[src/rtl/mem_arb_pkg.sv]
// mem_arb_pkg: response-owner encoding and starvation counter width for mem_port_arbiter
package mem_arb_pkg;
  typedef enum logic [1:0] {OWN_NONE, OWN_IF, OWN_DR, OWN_DW} owner_e;
  localparam int STARVE_W = 4;
endpackage

[src/rtl/mem_arb_starve_cnt.sv]
// mem_arb_starve_cnt: saturating count of consecutive blocked fetch cycles
//   clk, rst_n    clock, async active-low reset
//   if_req        fetch request
//   if_gnt        fetch grant
//   if_prio_o     fetch has waited long enough to win the next contention
module mem_arb_starve_cnt
  import mem_arb_pkg::*;
#(
  parameter int STARVE_LIMIT = 4
) (
  input  logic clk,
  input  logic rst_n,
  input  logic if_req,
  input  logic if_gnt,
  output logic if_prio_o
);
  logic [STARVE_W-1:0] starve_q;
  always_ff @(posedge clk or negedge rst_n)
    if (!rst_n) starve_q <= '0;
    else if (!if_req || if_gnt) starve_q <= '0;
    else if (starve_q != '1) starve_q <= starve_q + 1'b1;
  assign if_prio_o = starve_q >= STARVE_W'(STARVE_LIMIT);
endmodule

[src/rtl/mem_port_arbiter.sv]
// mem_port_arbiter: single-port memory arbiter between instruction fetch and data load/store
//   clk, rst_n                                  clock, async active-low reset
//   if_req_i, if_addr_i                         fetch request
//   if_gnt_o, if_rvalid_o, if_rdata_o           fetch grant and registered response
//   d_req_i, d_we_i, d_addr_i, d_wdata_i        data request
//   d_gnt_o, d_rvalid_o, d_rdata_o              data grant and registered response
//   mem_addr_o, mem_data_o, mem_read_en_o,
//   mem_write_en_o, mem_data_i                  memory port (read data combinational)
module mem_port_arbiter
  import mem_arb_pkg::*;
#(
  parameter int AWIDTH       = 32,
  parameter int DWIDTH       = 32,
  parameter int STARVE_LIMIT = 4
) (
  input  logic              clk,
  input  logic              rst_n,
  input  logic              if_req_i,
  input  logic [AWIDTH-1:0] if_addr_i,
  output logic              if_gnt_o,
  output logic              if_rvalid_o,
  output logic [DWIDTH-1:0] if_rdata_o,
  input  logic              d_req_i,
  input  logic              d_we_i,
  input  logic [AWIDTH-1:0] d_addr_i,
  input  logic [DWIDTH-1:0] d_wdata_i,
  output logic              d_gnt_o,
  output logic              d_rvalid_o,
  output logic [DWIDTH-1:0] d_rdata_o,
  output logic [AWIDTH-1:0] mem_addr_o,
  output logic [DWIDTH-1:0] mem_data_o,
  output logic              mem_read_en_o,
  output logic              mem_write_en_o,
  input  logic [DWIDTH-1:0] mem_data_i
);
  owner_e            own_q, own_d;
  logic              if_prio;
  logic [DWIDTH-1:0] if_rdata_q, d_rdata_q;
  mem_arb_starve_cnt #(.STARVE_LIMIT(STARVE_LIMIT)) u_starve (
    .clk       (clk),
    .rst_n     (rst_n),
    .if_req    (if_req_i),
    .if_gnt    (if_gnt_o),
    .if_prio_o (if_prio)
  );
  // grants are gated by rst_n so nothing reaches the memory while reset is held
  always_comb begin
    if_gnt_o       = rst_n && if_req_i && (!d_req_i || if_prio);
    d_gnt_o        = rst_n && d_req_i && !if_gnt_o;
    mem_addr_o     = if_gnt_o ? if_addr_i : d_gnt_o ? d_addr_i : '0;
    mem_data_o     = (if_gnt_o || d_gnt_o) ? d_wdata_i : '0;
    mem_read_en_o  = if_gnt_o || (d_gnt_o && !d_we_i);
    mem_write_en_o = d_gnt_o && d_we_i;
    own_d          = if_gnt_o ? OWN_IF : !d_gnt_o ? OWN_NONE : d_we_i ? OWN_DW : OWN_DR;
  end
  always_ff @(posedge clk or negedge rst_n)
    if (!rst_n) begin
      own_q      <= OWN_NONE;
      if_rdata_q <= '0;
      d_rdata_q  <= '0;
    end else begin
      own_q <= own_d;
      if (if_gnt_o) if_rdata_q <= mem_data_i;
      if (d_gnt_o) d_rdata_q <= d_we_i ? '0 : mem_data_i;
    end
  assign if_rvalid_o = own_q == OWN_IF;
  assign d_rvalid_o  = own_q == OWN_DR || own_q == OWN_DW;
  assign if_rdata_o  = if_rdata_q;
  assign d_rdata_o   = d_rdata_q;
endmodule

[config.mk]
export PLATFORM = sky130hd
export DESIGN_NAME = mem_port_arbiter
export DESIGN_NICKNAME = d
export VERILOG_FILES = /design/src/rtl/mem_arb_pkg.sv /design/src/rtl/mem_arb_starve_cnt.sv /design/src/rtl/mem_port_arbiter.sv
export SDC_FILE = /design/constraint.sdc
export NUM_CORES = 1
export LEC_CHECK = 0
export ABC_AREA = 1
export CAP_MARGIN = 20
export CORE_MARGIN = 3
export CORE_UTILIZATION = 35
export DETAILED_ROUTE_END_ITERATION = 6
export PLACE_DENSITY = 0.78
export SETUP_SLACK_MARGIN = 0.15
export SLEW_MARGIN = 20
export SYNTH_ARGS = -nofsm -noshare
export SYNTH_HDL_FRONTEND = slang
export SYNTH_SLANG_ARGS = --single-unit
[constraint.sdc]
create_clock -name clk -period 1.8 [get_ports clk]
set_clock_uncertainty 0.1 [all_clocks]
set_input_delay 0.27 -clock clk [delete_from_list [all_inputs] [get_ports clk]]
set_output_delay 0.27 -clock clk [all_outputs]
set_load 0.01 [all_outputs]
Word-level counts from Yosys, hierarchy flattened

Cells that the tools add are included.
Widths: inputs -> output; s select.

Input bits: 133
Word-level logic and storage cells: 35
Register bits after elaboration: 70

Equality and inequality tests: 4
Order comparisons: 1
Multiplexer cells: 9
Reductions and logical operators: 16
$add $sub $neg: 1

Operators by type and width:

| cell                | number |
|---|---|
| $mux 32             | 4 |
| $mux 4              | 2 |
| $logic_and 1x1->1   | 6 |
| $logic_or 1x1->1    | 5 |
| $add 4x1->4 const B | 1 |
| $eq 2x2->1 const B  | 2 |
| $ge 4x3->1 const B  | 1 |
| $logic_not 1->1     | 4 |
| $mux 2              | 2 |
| $ne 4x4->1 const B  | 1 |
| $eq 2x1->1 const B  | 1 |
| $reduce_bool 2->1   | 1 |
| $mux 1              | 1 |

Depth between registers and ports, before layout

Depth in word-level cells: 7
Depth in mapped cells: 7
Depth with buffers taken out: 7

By module

Synthesis repeated with hierarchy kept, for this count alone.

Cell total of the unflattened synthesis: 504
Area, all modules: 4067.7 sq um

By module, submodules not included:

| module             | area an instance (sq um) | cells each | sequential area each (sq um) | times used |
|---|---|---|---|---|
| mem_port_arbiter   | 3822.4                   | 472        | 1651.6                       | 1 |
| mem_arb_starve_cnt | 245.2                    | 32         | 100.1                        | 1 |

Worst setup path before layout

Ideal clock, no wire load.

Path type: register to output
Start point: reg u_starve.starve_q[2]
End point: out mem_write_en_o
Arrival time: 1.096 ns
Buffers on the path: 1
Data required time: 1.430 ns
Slack: 0.334 ns
Cell stages (with the launch flop): 7
Path through: dfrtp_1 > nor2_2 > nand2_2 > nand2_4 > nand2_2 > buf_4 > nor2_1

Word-level cells in the longest chain between the ends: 6

Ends and longest elaborated chain:

| what                     | RTL line                 | RTL |
|---|---|---|
| start: declaration       | mem_arb_starve_cnt.sv:17 | `logic [STARVE_W-1:0] starve_q;` |
| start signal: assignment | mem_arb_starve_cnt.sv:21 | `else if (starve_q != '1) starve_q <= starve_q + 1'b1;` |
| $ge 4x3->1               | mem_arb_starve_cnt.sv:22 | `assign if_prio_o = starve_q >= STARVE_W'(STARVE_LIMIT);` |
| $logic_or 1x1->1         | mem_port_arbiter.sv:48   | `if_gnt_o = rst_n && if_req_i && (!d_req_i \|\| if_prio);` |
| $logic_and 1x1->1        | mem_port_arbiter.sv:48   |  |
| $logic_not 1->1          | mem_port_arbiter.sv:49   | `d_gnt_o = rst_n && d_req_i && !if_gnt_o;` |
| $logic_and 1x1->1        | mem_port_arbiter.sv:49   |  |
| $logic_and 1x1->1        | mem_port_arbiter.sv:53   | `mem_write_en_o = d_gnt_o && d_we_i;` |
| end: declaration         | mem_port_arbiter.sv:33   | `output logic mem_write_en_o,` |

No other way between the ends.

Worst setup path in the final report

Start point: reg u_starve.starve_q[3]
End point: out mem_addr_o[3]

Word-level cells in the longest chain between the ends: 7

Ends and longest elaborated chain:

| what                  | RTL line                 | RTL |
|---|---|---|
| $ge 4x3->1 (*)        | mem_arb_starve_cnt.sv:22 |  |
| $logic_or 1x1->1 (*)  | mem_port_arbiter.sv:48   |  |
| $logic_and 1x1->1 (*) | mem_port_arbiter.sv:48   |  |
| $logic_not 1->1       | mem_port_arbiter.sv:49   |  |
| $logic_and 1x1->1     | mem_port_arbiter.sv:49   |  |
| $mux 32               | mem_port_arbiter.sv:50   | `mem_addr_o = if_gnt_o ? if_addr_i : d_gnt_o ? d_addr_i : '0;` |
| $mux 32 (*)           | mem_port_arbiter.sv:50   |  |
| end: declaration      | mem_port_arbiter.sv:30   | `output logic [AWIDTH-1:0] mem_addr_o,` |

Mark *: on every way between the ends. The rest lies on a longest branch, timed or not.

==> results.sh <==
export IMPL_io_buffers=266
export IMPL_layout_common_cells="nand2_1 (165), clkdlybuf4s50_1 (142), inv_1 (71), nor2_1 (71), dfrtp_1 (70)"
export IMPL_die_x_um=109.8
export IMPL_initial_utilization=0.3619
export IMPL_postRouteAntennaNets=0
export IMPL_grt_max_degree=59
export IMPL_yosys_area_share_simple=0.3428
export IMPL_dieArea_um2=12050
export IMPL_rows=37
export IMPL_layout_setup_ws_ns=-0.1499
export IMPL_vdd_ir_drop_max_v=0.0007038
export IMPL_dpl_cell_area_um2=6594
export IMPL_hold_class="input port to asynchronous set/reset pin"
export IMPL_final_area_um2=7076
export IMPL_drv_cap=0
export IMPL_routed_via_count=4491
export IMPL_synth_xor_area_share=0
export IMPL_cts_htree_levels=3
export IMPL_synth_top_area_frac=0.4647
export IMPL_drive_gt1_frac=0.1956
export IMPL_startpoint_type="flop"
export IMPL_cts_buffer_depth=2
export IMPL_crit_arrival_ns=1.58
export IMPL_grt_ovfl_total=0
export IMPL_drc=0
export IMPL_ys_seq_elements=70
export IMPL_grt_pass1_vias=4187
export IMPL_endpoint_kind="output pin"
export IMPL_status="complete, but fails checks"
export IMPL_path_class="flop to output pin"
export IMPL_critical_path_required_ns=1.43
export IMPL_violations="setup timing"
export IMPL_globalplace_congestion=0.7752
export IMPL_yosysTopAreaCell="dfrtp_1"
export IMPL_yosysSeqAreaShare=0.4647
export IMPL_fp_coreArea_um2=10420
export IMPL_grt_usage=0.2215
export IMPL_wl_per_cell_um=16.12
export IMPL_hpwl_um=10800
export IMPL_grt_busiest_layer="met2"
export IMPL_syn_inst=534
export IMPL_use_met2=0.3735
export IMPL_min_period_over_period=1.083
export IMPL_fin_crit_ns=1.950
export IMPL_synth_compound_area_frac=0.05178
export IMPL_syn_avg_cell_area_um2=7.060
export IMPL_cts_tree="yes"
export IMPL_clk_latency_ns=0.34
export IMPL_fin_util=0.6793
export IMPL_final_common_cell="nand2_1"
export IMPL_drtPass1Iterations=6
export IMPL_syn_num_nets=668
export IMPL_slew_limit_headroom=0.5104
export IMPL_met3_usage=0.06929
export IMPL_crit_path_max_fanout=6
export IMPL_layout_nets=947
export IMPL_fmax_mhz=512.9
export IMPL_power_density_nw_per_um2=722.4
export IMPL_synth_top_family_by_area="simple AND/OR/NAND/NOR gates"
export IMPL_worstMarginPinSlew_ns=0.7344
export IMPL_synth_cell_type_count=18
export IMPL_path_clk_slew_ns=0.08
export IMPL_io_pins=267
export IMPL_vias_per_cell=4.708
export IMPL_antenna_cells=0
export IMPL_synth_area_um2=3770
export IMPL_final_hold_viol_count=0
export IMPL_die_h_um=109.8
export IMPL_cts_buffers=9
export IMPL_finalSetupViolations=33
export IMPL_drt_iter0_drc=260
export IMPL_slew_violations=0
export IMPL_area_delta_synth_final_pct=87.69
export IMPL_synthTopCellsByArea="dfrtp_1 (46%), nand2_1 (17%), nand3_1 (8.9%)"
export IMPL_routed_wl_um=15380
export IMPL_cts_sinks=70
export IMPL_synthAdderAreaFrac=0.003319
export IMPL_yosysWarnings=0
export IMPL_synth_mux_area_frac=0
export IMPL_grt_pass1_wl_um=20980
export IMPL_use_met1=0.2663
export IMPL_root_buffer="clkbuf_8"
export IMPL_rsz0062_at_grt="true"
export IMPL_leakagePower_nw=4.190
export IMPL_antenna_found_initial=0
## registers in the layout (all words and copies together), names as in the netlist
signal and cells:
d_rdata_o 32, if_rdata_o 32, u_starve.starve_q 4, own_q 2
## cell type report
| cell class | count | area (um^2) |
|---|---|---|
| fillers | 847 | 3341 |
| repair buffers | 303 | 2979 |
| flip-flops and latches | 70 | 1752 |
| multi-input cells | 355 | 1644 |
| inverters | 74 | 282.8 |
| well taps | 136 | 170.2 |
| clock buffers | 11 | 141.4 |
| clock inverters | 5 | 106.4 |
## layer usage
metal / share of wire / wire length (um)
met5: 0 / 0
met4: 0.025 / 381
met3: 0.091 / 1400
met2: 0.51 / 7910
met1: 0.37 / 5684
## critical path, stage by stage, from the launching register on
cell     delay (ns)
dfrtp_1        0.38
nor2_2         0.12
nand2_2        0.07
nand2_4        0.12
buf_6          0.14
buf_16         0.13
nand3_2        0.07
nand2_1        0.08
buf_2          0.13
## stage by stage
stage | cells | setup TNS [ns] | power [W] | hold WS, ns | setup slack [ns]
global placement | 920 | -33.37 | 0.003574 | 0.1658 | -0.5197
finish | 954 | -3.531 | 0.005111 | 0.008265 | -0.1499
floorplan | 534 | 0 | 0.002511 | -0.1256 | 0.3340
CTS | 941 | -7.815 | 0.005107 | 0.03830 | -0.1697
detailed placement | 920 | -35.03 | 0.003609 | 0.1589 | -0.5449
global route | 954 | -6.516 | 0.005389 | 0.05283 | -0.2332
## power by group
| part | switching, W | total (W) | internal (W) | leakage (nW) |
|---|---|---|---|---|
| Clock | 0.000601 | 0.00156 | 0.000961 | 0.120 |
| Sequential | 0.000127 | 0.00192 | 0.00180 | 0.898 |
| Combinational | 0.000748 | 0.00163 | 0.000879 | 3.17 |
## final timing paths
path                                           start                   end  slack [ns]  cells after the start
worst max-delay path            u_starve.starve_q[3]         mem_addr_o[3]       -0.15                      8
worst min-delay path                           rst_n         if_rdata_o[7]       0.008                      2
worst max register to register  u_starve.starve_q[3]  u_starve.starve_q[1]        0.18                      6
worst min register to register         d_rdata_o[23]         d_rdata_o[23]        0.37                      2
max in group asynchronous                      rst_n  u_starve.starve_q[0]        0.71                      3
min in group clk                               rst_n              own_q[0]        0.22                      3
## logic make-up after synthesis
family          after synthesis
fa+ha+maj                     1
compound gates               36
simple gates                318
flops                        70
buf+inv                     109
## synthesized netlist by cell type, drive strengths merged
library cell  instances
buf                  28
nor2                 73
o21ai                36
nand3                67
clkbuf                7
inv                  74
nand2               178
ha                    1
dfrtp                70
## timing repair
| action | CTS | global route |
|---|---|---|
| resized for setup | 228 | 134 |
| endpoints found under the hold margin | 12 | 0 |
| pin swaps | 2 | 15 |
| cloned | 1 | 7 |
| buffers inserted | 3 | 6 |
| setup endpoints to repair | 87 | 152 |
| hold buffers | 1 | 0 |
Note: power is estimated with default switching activity, not from simulation.
==> edit: new RTL, same flow settings <==
Set the parameter `DWIDTH` to 16 (it was 32).
--- a/src/rtl/mem_port_arbiter.sv
+++ b/src/rtl/mem_port_arbiter.sv
@@ -10,7 +10,7 @@
   import mem_arb_pkg::*;
 #(
   parameter int AWIDTH       = 32,
-  parameter int DWIDTH       = 32,
+  parameter int DWIDTH       = 16,
   parameter int STARVE_LIMIT = 4
 ) (
   input  logic              clk,
Interface: changed (5 resized); port bits go from 267 to 187. No check against the original RTL was run, so the function may have changed too.
==> edit against the original RTL <==
- the run still ends with negative setup slack left
- sequential cell count is 32 lower
- total power fell by 46%
- area after synthesis fell by 32%
- routed wire length down 41%
- critical path type unchanged
- worst setup slack improved by 0.027 ns
- design area decreased by 32%
- core utilization grew 1.2 points
==> edit: results (changes against the original RTL) <==
H-tree levels = 2 (-1)
vias in the first global route = 2895 (-31%)
Yosys top cell by area = dfrtp_1
gpl congestion = 0.799 (+3.1%)
max_slew headroom = 68.4% (+17 points)
pin count of the biggest net entering global routing = 49 (-17%)
Place WS = -0.501 ns (+0.0435 ns)
met3 usage = 7.29% (+0.36 points)
top post-synthesis cells by count = nand2_1, inv_1, nor2_1, dfrtp_1, nand3_2
fraction of final layout cells sized beyond drive strength 1 = 26.3% (+6.8 points)
average wire per standard cell = 14.2 um (-12%)
sequential share of the synthesized area = 37.3% (-9.2 points)
outcome = complete, but fails checks
max layer used = met5
Final #Nets = 648 (-32%)
met2 wirelength from detailed routing = 4.67 mm (-41%)
fillers = 583 (-31%)
peak supply drop = 0.000448 V (-36%)
DP HPWL = 6.52 mm (-40%)
post-CTS setup buffer count = 5 (+2)
violated checks = negative setup slack
Root Buffer = clkbuf_8
Yosys cell types = 20 (+2)
Comb power = 0.00111 W (-32%)
DRT iter0 DRCs = 105 (-60%)
drt via density = 4.58 (-2.8%)
Post-Syn Nets = 447 (-33%)
Reg2Reg Depth = 8 (+2)
Reg2Reg Capture Point = d_rdata_o[12]
gr usage total = 20.5% (-1.7 points)
R2R Setup Slk = 0.26 ns (+0.08 ns)
Num CTS Buffers = 5 (-4)
leading post-synthesis cells by cell area = dfrtp_1, nand2_1, nand3_2
cts repair resizes = 164 (-28%)
Pre-Repair DR Iteration Count = 4 (-2)
# setup viols final = 32 (-3.0%)
number of port buffers = 186 (-30%)
clk_lat worst skew = 0.29 ns (-0.05 ns)
Total Power = 0.00274 W (-46%)
origin of the critical flop-to-flop path = u_starve.starve_q[2]
Arr. time, crit path = 1.55 ns (-0.03 ns)
metal3 WL = 834 um (-40%)
Clk. pwr = 0.000595 W (-62%)
net load switching power = 0.000865 W (-41%)
GRT met2 Usage = 36.7% (-0.62 points)
final worst slack = -0.123 ns (+0.0267 ns)
WL met1 = 3.50 mm (-39%)
Pleak = 2.46 nW (-41%)
==> edit: cells by family after synthesis <==
kind of cell	Yosys count	share of synthesized area [%]
adders and majority gates	1	0.491
buffers and inverters	64	15.4
DFF	38	37.3
AOI/OAI and AO/OA	20	4.96
and+or+nand+nor	222	41.9
==> edit: worst max-delay path: stages, from the launching register on <==
cell and delay [ns]:
dfrtp_1 0.40, nor2_2 0.12, nand2_2 0.07, nand2_4 0.12
buf_6 0.14, clkbuf_16 0.15, nand3_2 0.06, nand2_1 0.07
buf_2 0.14
==> edit: how the worst max path moves through the flow <==
stage / startpoint / endpoint / slack, ns / cells after the start
after CTS: u_starve.starve_q[3] / mem_write_en_o / -0.14 / 7
final: u_starve.starve_q[2] / mem_addr_o[18] / -0.12 / 8
after global placement: d_req_i / mem_addr_o[14] / -0.48 / 7
after detailed placement: d_req_i / mem_addr_o[10] / -0.50 / 7
after global routing: u_starve.starve_q[2] / mem_addr_o[18] / -0.23 / 8
after floorplan: u_starve.starve_q[2] / mem_addr_o[1] / 0.33 / 7
==> edit: metrics by stage <==
stage | cells | hold slack [ns] | TNS (ns) | utilization [%] | instance area (um2)
6_report | 643 | 0.0846 | -2.56 | 69.1 | 4800
5_1_grt | 643 | 0.125 | -6.24 | 69.1 | 4800
4_1_cts | 639 | 0.100 | -2.23 | 66.1 | 4590
3_5_place_dp | 622 | 0.358 | -29.89 | 64.5 | 4480
3_3_place_gp | 622 | 0.354 | -27.36 | 64.5 | 4480
2_1_floorplan | 345 | -0.126 | 0 | - | 2550
==> edit: area by class of cell <==
type	count	area [um2]	share of cell area [%]
tap	96	120	2.50
clock buffer	5	68.8	1.43
inverter	42	165	3.44
clock inverter	3	21.3	0.443
multi-input combinational	243	1320	27.5
sequential	38	951	19.8
timing repair buffer	216	2150	44.8
